## src/rtl/game_pkg.sv

```systemverilog
// ---------------------------------------------------------------------------
// game_pkg
//
// Shared types and helpers for the game-flow controller.
//
//   game_state_t : 2-bit screen/game state (TITLE, PLAY, PAUSE, OVER)
//   LIFE_W       : width of the life counter shown on the HUD
//   cnt_w()      : width of a down counter able to hold 0..max
// ---------------------------------------------------------------------------
package game_pkg;

    typedef enum logic [1:0] {
        TITLE = 2'd0,
        PLAY  = 2'd1,
        PAUSE = 2'd2,
        OVER  = 2'd3
    } game_state_t;

    localparam int LIFE_W = 2;

    // $clog2(max+1), never less than one bit.
    function automatic int cnt_w(input int max);
        return (max < 1) ? 1 : $clog2(max + 1);
    endfunction

endpackage

```

## src/rtl/game_flow_fsm_frame_down_counter.sv

```systemverilog
// ---------------------------------------------------------------------------
// frame_down_counter
//
// Loadable down counter that steps once per frame and saturates at zero.
// The zero flag is kept in its own flop so that outputs derived from it
// (the invulnerability indicator) come straight from a register.
//
// Parameters:
//   MAX       largest value ever loaded; sets the counter width
// Ports:
//   frame_clk in   frame-rate clock
//   Reset     in   asynchronous, active-high reset (count 0, zero 1)
//   load      in   load load_val this frame (wins over en)
//   load_val  in   value to load
//   en        in   decrement this frame (no effect once at zero)
//   count     out  current count
//   zero      out  registered (count == 0)
// ---------------------------------------------------------------------------
module frame_down_counter
    import game_pkg::*;
#(
    parameter int MAX = 60,
    localparam int W  = cnt_w(MAX)
) (
    input  logic         frame_clk,
    input  logic         Reset,
    input  logic         load,
    input  logic [W-1:0] load_val,
    input  logic         en,
    output logic [W-1:0] count,
    output logic         zero
);

    // NOTE: sequential state uses non-blocking assignments so every flop
    // samples the pre-edge values, independent of block evaluation order.
    always_ff @(posedge frame_clk or posedge Reset) begin
        if (Reset) begin
            count <= '0;
            zero  <= 1'b1;
        end else if (load) begin
            count <= load_val;
            zero  <= (load_val == '0);
        end else if (en && !zero) begin
            count <= count - W'(1);
            zero  <= (count == W'(1));
        end
    end

endmodule

```

## src/rtl/game_flow_fsm.sv

```systemverilog
// ---------------------------------------------------------------------------
// game_flow_fsm
//
// Frame-rate game-flow controller. Consumes one-frame start/back pulses from
// the keyboard decoder and the hit pulse from collision logic; owns the game
// state, the life counter and the post-hit invulnerability window.
//
// Build option:
//   GAME_PAUSE_EN  defined   -> back in PLAY enters PAUSE; start resumes.
//                  undefined -> back in PLAY returns to TITLE; PAUSE unused.
//
// Parameters:
//   LIVES_INIT       lives loaded on a new game (1..3)
//   INVULN_FRAMES    frames of hit immunity after losing a life (>=1)
//   GAMEOVER_FRAMES  frames the game-over screen is held (>=1)
// Ports:
//   frame_clk   in   clock, one rising edge per video frame
//   Reset       in   asynchronous, active-high reset
//   start       in   one-frame pulse, space key
//   back        in   one-frame pulse, back key
//   hit         in   one-frame pulse, player collided this frame
//   state       out  current game state (game_state_t)
//   life        out  remaining lives
//   play_en     out  high while state is PLAY
//   invuln      out  high while the invulnerability counter is nonzero
//   clear_field out  one-frame pulse on new-game entry to PLAY
// All outputs are registered.
// ---------------------------------------------------------------------------
module game_flow_fsm
    import game_pkg::*;
#(
    parameter int LIVES_INIT      = 3,
    parameter int INVULN_FRAMES   = 60,
    parameter int GAMEOVER_FRAMES = 180
) (
    input  logic              frame_clk,
    input  logic              Reset,
    input  logic              start,
    input  logic              back,
    input  logic              hit,
    output game_state_t       state,
    output logic [LIFE_W-1:0] life,
    output logic              play_en,
    output logic              invuln,
    output logic              clear_field
);

    localparam int INV_W = cnt_w(INVULN_FRAMES);
    localparam int OVR_W = cnt_w(GAMEOVER_FRAMES);

    logic [INV_W-1:0] inv_count;
    logic             inv_zero;
    logic             inv_load;
    logic [INV_W-1:0] inv_val;
    logic             inv_en;

    logic [OVR_W-1:0] ovr_count;
    logic             ovr_zero;
    logic             ovr_load;
    logic             ovr_en;

    logic             hit_ok;
    logic             fatal;

    // The invulnerability counter is decremented on the same edge a hit is
    // sampled, so a counter sitting at 1 has expired by this frame: a hit at
    // edge k is covered for edges k+1..k+INVULN_FRAMES-1 and accepted again at
    // edge k+INVULN_FRAMES.
    assign hit_ok = (state == PLAY) && hit && (inv_count <= INV_W'(1));
    assign fatal  = hit_ok && (life <= LIFE_W'(1));

    // NOTE: every signal written here gets a default first, so no path can
    // leave one unassigned and infer a latch.
    always_comb begin
        inv_load = 1'b0;
        inv_val  = '0;
        inv_en   = 1'b1;
        ovr_load = fatal;
        ovr_en   = (state == OVER) && !ovr_zero;

        if (state == TITLE && start) begin
            inv_load = 1'b1;
            inv_val  = '0;
        end
        if (hit_ok) begin
            inv_load = 1'b1;
            inv_val  = INV_W'(INVULN_FRAMES);
        end
`ifdef GAME_PAUSE_EN
        // Invulnerability time does not run while the game is paused.
        if (state == PAUSE) begin
            inv_en = 1'b0;
        end
`endif
    end

    frame_down_counter #(
        .MAX (INVULN_FRAMES)
    ) u_inv_cnt (
        .frame_clk (frame_clk),
        .Reset     (Reset),
        .load      (inv_load),
        .load_val  (inv_val),
        .en        (inv_en),
        .count     (inv_count),
        .zero      (inv_zero)
    );

    // Loaded with GAMEOVER_FRAMES-1: the load edge itself is the first OVER
    // frame, and the exit edge is the one that sees the count at zero.
    frame_down_counter #(
        .MAX (GAMEOVER_FRAMES)
    ) u_ovr_cnt (
        .frame_clk (frame_clk),
        .Reset     (Reset),
        .load      (ovr_load),
        .load_val  (OVR_W'(GAMEOVER_FRAMES - 1)),
        .en        (ovr_en),
        .count     (ovr_count),
        .zero      (ovr_zero)
    );

    // Taken directly from the counter's zero flop.
    assign invuln = ~inv_zero;

    always_ff @(posedge frame_clk or posedge Reset) begin
        if (Reset) begin
            state       <= TITLE;
            life        <= '0;
            play_en     <= 1'b0;
            clear_field <= 1'b0;
        end else begin
            clear_field <= 1'b0;

            case (state)
                TITLE: begin
                    if (start) begin
                        state       <= PLAY;
                        life        <= LIFE_W'(LIVES_INIT);
                        play_en     <= 1'b1;
                        clear_field <= 1'b1;
                    end
                end

                PLAY: begin
                    // A hit is resolved before back; a fatal hit wins outright.
                    if (fatal) begin
                        state   <= OVER;
                        life    <= '0;
                        play_en <= 1'b0;
                    end else begin
                        if (hit_ok) begin
                            life <= life - LIFE_W'(1);
                        end
                        if (back) begin
`ifdef GAME_PAUSE_EN
                            state <= PAUSE;
`else
                            state <= TITLE;
`endif
                            play_en <= 1'b0;
                        end
                    end
                end

                PAUSE: begin
`ifdef GAME_PAUSE_EN
                    // back has priority when both keys arrive together.
                    if (back) begin
                        state <= TITLE;
                    end else if (start) begin
                        state   <= PLAY;
                        play_en <= 1'b1;
                    end
`else
                    // Not reachable in this build; recover to the title screen.
                    state   <= TITLE;
                    play_en <= 1'b0;
`endif
                end

                OVER: begin
                    life <= '0;
                    if (back || ovr_count == '0) begin
                        state <= TITLE;
                    end
                end

                default: begin
                    state   <= TITLE;
                    play_en <= 1'b0;
                end
            endcase
        end
    end

endmodule

```

## config.mk

```make
export PLATFORM = sky130hd
export DESIGN_NAME = game_flow_fsm
export DESIGN_NICKNAME = d
export VERILOG_FILES = /design/src/rtl/game_pkg.sv /design/src/rtl/game_flow_fsm_frame_down_counter.sv /design/src/rtl/game_flow_fsm.sv
export SDC_FILE = /design/constraint.sdc
export NUM_CORES = 1
export LEC_CHECK = 0
export ABC_CLOCK_PERIOD_IN_PS = 2100
export BUFFER_PORTS_ARGS = -buffer_cell sky130_fd_sc_hd__buf_2
export CAP_MARGIN = 20
export CORE_MARGIN = 8
export CORE_UTILIZATION = 57
export CTS_CLUSTER_SIZE = 14
export DETAILED_ROUTE_END_ITERATION = 8
export PLACE_DENSITY_LB_ADDON = 0.15
export SETUP_SLACK_MARGIN = 0.2
export SYNTH_ARGS = -nofsm -noshare
export SYNTH_HDL_FRONTEND = slang
export SYNTH_SLANG_ARGS = --single-unit
```

## constraint.sdc

```tcl
create_clock -name frame_clk -period 2.1 [get_ports frame_clk]
set_input_delay 0 -clock frame_clk [delete_from_list [all_inputs] [get_ports frame_clk]]
set_output_delay 0 -clock frame_clk [all_outputs]
set_load 0.03 [all_outputs]
```

==> metrics.md <==
| Metric | Value |
|---|---|
| Run status | `finished, final reports clean` |
| Setup skew after layout | `0.00290 ns` |
| Layout cells sized above 1 | `24.5%` |
| Total grt overflow | `0` |
| Unrepaired setup endpoints after global routing | `no` |
| Wire length of the first global-routing pass | `4.05 mm` |
| Cells after synthesis | `129` |
| Synth async-reset ratio | `100%` |
| Max capacitance violation total | `0` |
| Vias in the first global route | `910` |
| Launch point of the worst reg-to-reg path | `state[0]` |
| Maximum vdd ir drop | `0.884 mV` |
| Vertical die dimension | `63.4 um` |
| Number of cells on the worst hold path | `2` |
| Horizontal extent of the die | `63.4 um` |
| Final setup viols | `0` |
| Area inside the core boundary | `0.00217 sq mm` |
| Terminating pin of the worst hold path | `clear_field` |
| Clock insertion delay at the later pin of the skew report | `0.31 ns` |
| Uppermost routed layer | `met4` |
| HPWL reported at the end of detailed placement | `1.77 mm` |
| Antenna violation net count after detailed routing | `0` |
| CP Max Fanout | `5` |
| Count of cell types in the netlist | `36` |
| Cell types with the largest area share after synthesis | `sky130_fd_sc_hd__dfrtp_1 (39%), sky130_fd_sc_hd__ha_1 (11%), sky130_fd_sc_hd__dfstp_2 (4.1%)` |
| CTS Buf Count | `3` |
| Sequential share of the synthesized area | `43.2%` |
| Number of antenna violations at the first check in global routing | `0` |
| Initial standard-cell utilization of the core | `58.9%` |
| Via count | `917` |
| # placed instances | `168` |
| Total length of routed met2 wires | `1.14 mm` |
| Slowest stage cell, crit path | `sky130_fd_sc_hd__dfrtp_2` |
| Setup slack, reg-to-reg | `0.25 ns` |
| Slew Viols, Final | `0` |
| Full die area | `0.00402 sq mm` |
| Worst hold path startpoint | `start` |
| Number of warnings issued by yosys | `0` |
| M1 WL | `1.11 mm` |
| Minimum period implied by the final worst setup slack | `1.85 ns` |
| Netlist area before placement | `0.00128 sq mm` |
| Sum of negative setup slack | `0 ns` |
| Leak pwr | `0.000669 uW` |
| Crit path kind | `register to register` |
| Number of buffers on the longest clock path | `2` |
| Leading cell types by count after synthesis | `sky130_fd_sc_hd__dfrtp_1 (20), sky130_fd_sc_hd__inv_1 (14), sky130_fd_sc_hd__nor2_1 (13)` |
| Number of antenna repair diodes | `0` |
| Met3 Routed Length | `69 um` |
| Standard-cell rows | `17` |
| Share of Yosys cell area claimed by the top area cell type | `39.1%` |
| Worst Hold Class | `primary input to register` |
| Port bufs | `11` |
| CP Data Arrival Time | `2.05 ns` |
| Delay-heaviest family, CP | `simple AND/OR/NAND/NOR gates` |
| Primary FF master, synth | `sky130_fd_sc_hd__dfrtp_1` |
| CTS H-Tree Depth | `1` |
| Number of enable flip-flop cells after synthesis | `0` |
| Via-to-Cell Ratio | `5.24` |
| Post-layout power | `1860 uW` |
| Largest net degree at the start of global routing | `23` |
| Upper clock frequency limit | `0.542 GHz` |
| Path depth of the worst reg2reg path | `6` |
| Total area of sequential cells | `556 sq um` |
| Mean instance size in the synthesized netlist | `9.91 sq um` |
| GP Congestion | `0.854` |
| TritonCTS clock tree | `done` |
| Multi-input gate area | `691 sq um` |
| First DRT Iteration DRCs | `15` |
| Reg-to-reg endpoint | `state[1]` |
| DRC violation count after routing | `0` |
| Most common cell in the synthesized netlist | `sky130_fd_sc_hd__dfrtp_1` |
| Syn Nets | `145` |
| Num ports | `12` |
| All-Layer GR Usage | `12.3%` |
| CTS clk-pin slew, worst paths | `0.12 ns` |
| Slew headroom | `43.6%` |
| Final Routed Wirelength | `2.35 mm` |
| Routed wire length per instance | `13.4 um` |
| Post-synth top area cell | `sky130_fd_sc_hd__dfrtp_1` |
| Type of destination of the critical path | `register` |
| Power density relative to cell area | `1260 mW/mm^2` |
| Period Utilization, post-route | `87.9%` |
| Sum of buffers and inverters on the critical path | `1` |
| Count of nets after finishing | `164` |
| Filler-free cell count of the finished design | `175` |
| CTS Root Buffer Type | `sky130_fd_sc_hd__clkbuf_4` |
| Required time of the critical path | `2.31 ns` |
| Kind of launch point of the worst setup path | `register` |
| Crit path cell chain | `inv_2, ha_2, nor2b_1, o21ba_2, or3b_4, mux2_4` |
| Hold violation total from the final report | `0` |
| Register bit count reported by yosys | `22` |
| Area growth from synthesis to layout | `15.3%` |
| Number of inserted filler cells in the final layout | `169` |
| Drt first pass iters | `4` |
| Worst stage delay on the critical path | `0.43 ns` |
| Clock Sinks | `22` |
| Worst slew pin tran | `0.846 ns` |
-- sequential cells by signal, indices dropped and copies added (netlist names) --
| name | count |
|---|---|
| clear_field | 1 |
| u_inv_cnt.count | 6 |
| u_ovr_cnt.zero | 1 |
| u_inv_cnt.zero | 1 |
| u_ovr_cnt.count | 8 |
| play_en | 1 |
| life | 2 |
| state | 2 |
-- final cells by class --
class	instances	area share, %
clock inverter	1	2.04
tap	28	2.38
sequential	22	37.7
inverter	14	3.57
clock buffer	3	1.53
timing repair buffer	15	5.94
multi-input combinational	92	46.9
-- where the power goes --
group	switching (uW)	internal (uW)	total [uW]
registers	165	575	740
logic	440	358	797
clock network	128	193	321
total	733	1130	1860
-- routing by layer --
layer | vias to the layer above | global-route usage, %
met5 | - | 0
met4 | 0 | 5.85
met3 | 4 | 2.47
met2 | 16 | 19.4
met1 | 424 | 15.8
li1 | 473 | -
-- kinds of logic after synthesis --
family	Yosys count	synth area share (%)
AO/OA/AOI/OAI	21	10.9
buffers and inverters	15	4.40
AND/OR/NAND/NOR	47	21.1
flip-flops	22	43.2
multiplexers	3	2.74
adder cells (fa/ha/maj)	11	10.8
XOR/XNOR	10	6.85
-- worst max-delay path by stage --
stage / slack [ns] / start / end / cells after the start
final: 0.25 / state[0] / state[1] / 6
after global routing: 0.21 / state[0] / state[1] / 6
after CTS: 0.24 / u_ovr_cnt.count[4] / state[1] / 4
after detailed placement: 0.21 / state[1] / state[1] / 6
after global placement: 0.25 / state[1] / state[1] / 6
after floorplan: 0.21 / state[1] / state[1] / 6
-- per-stage QoR --
stage          hold WS (ns)  area (sq um)  setup slack (ns)  util, %
6_report             0.0988          1470             0.254     67.9
5_1_grt               0.102          1470             0.214     67.9
4_1_cts              0.0841          1450             0.239     66.8
3_5_place_dp          0.207          1380             0.214     63.6
3_3_place_gp          0.186          1380             0.249     63.6
2_1_floorplan       -0.0124          1290             0.214        -
-- cells in the final DEF (no fill, tap or decap), drive strengths merged, types with 3 or more instances in the layout --
master	n
xnor2	5
a21oi	5
clkbuf	3
nor2	13
nor4	4
o21ai	8
inv	14
nor3b	3
nand2b	3
ha	11
buf	14
nand2	8
nand3	5
dfrtp	20
xor2	5
-- repair_timing --
action / 4_1_cts / 5_1_grt
buffers inserted: 0 / 2
hold endpoints to repair: 20 / 0
hold buffers: 1 / 0
setup endpoints to repair: 1 / 1
pin swaps: 0 / 0
gates resized for setup: 1 / 1
Note: power is estimated with default switching activity, not from simulation.
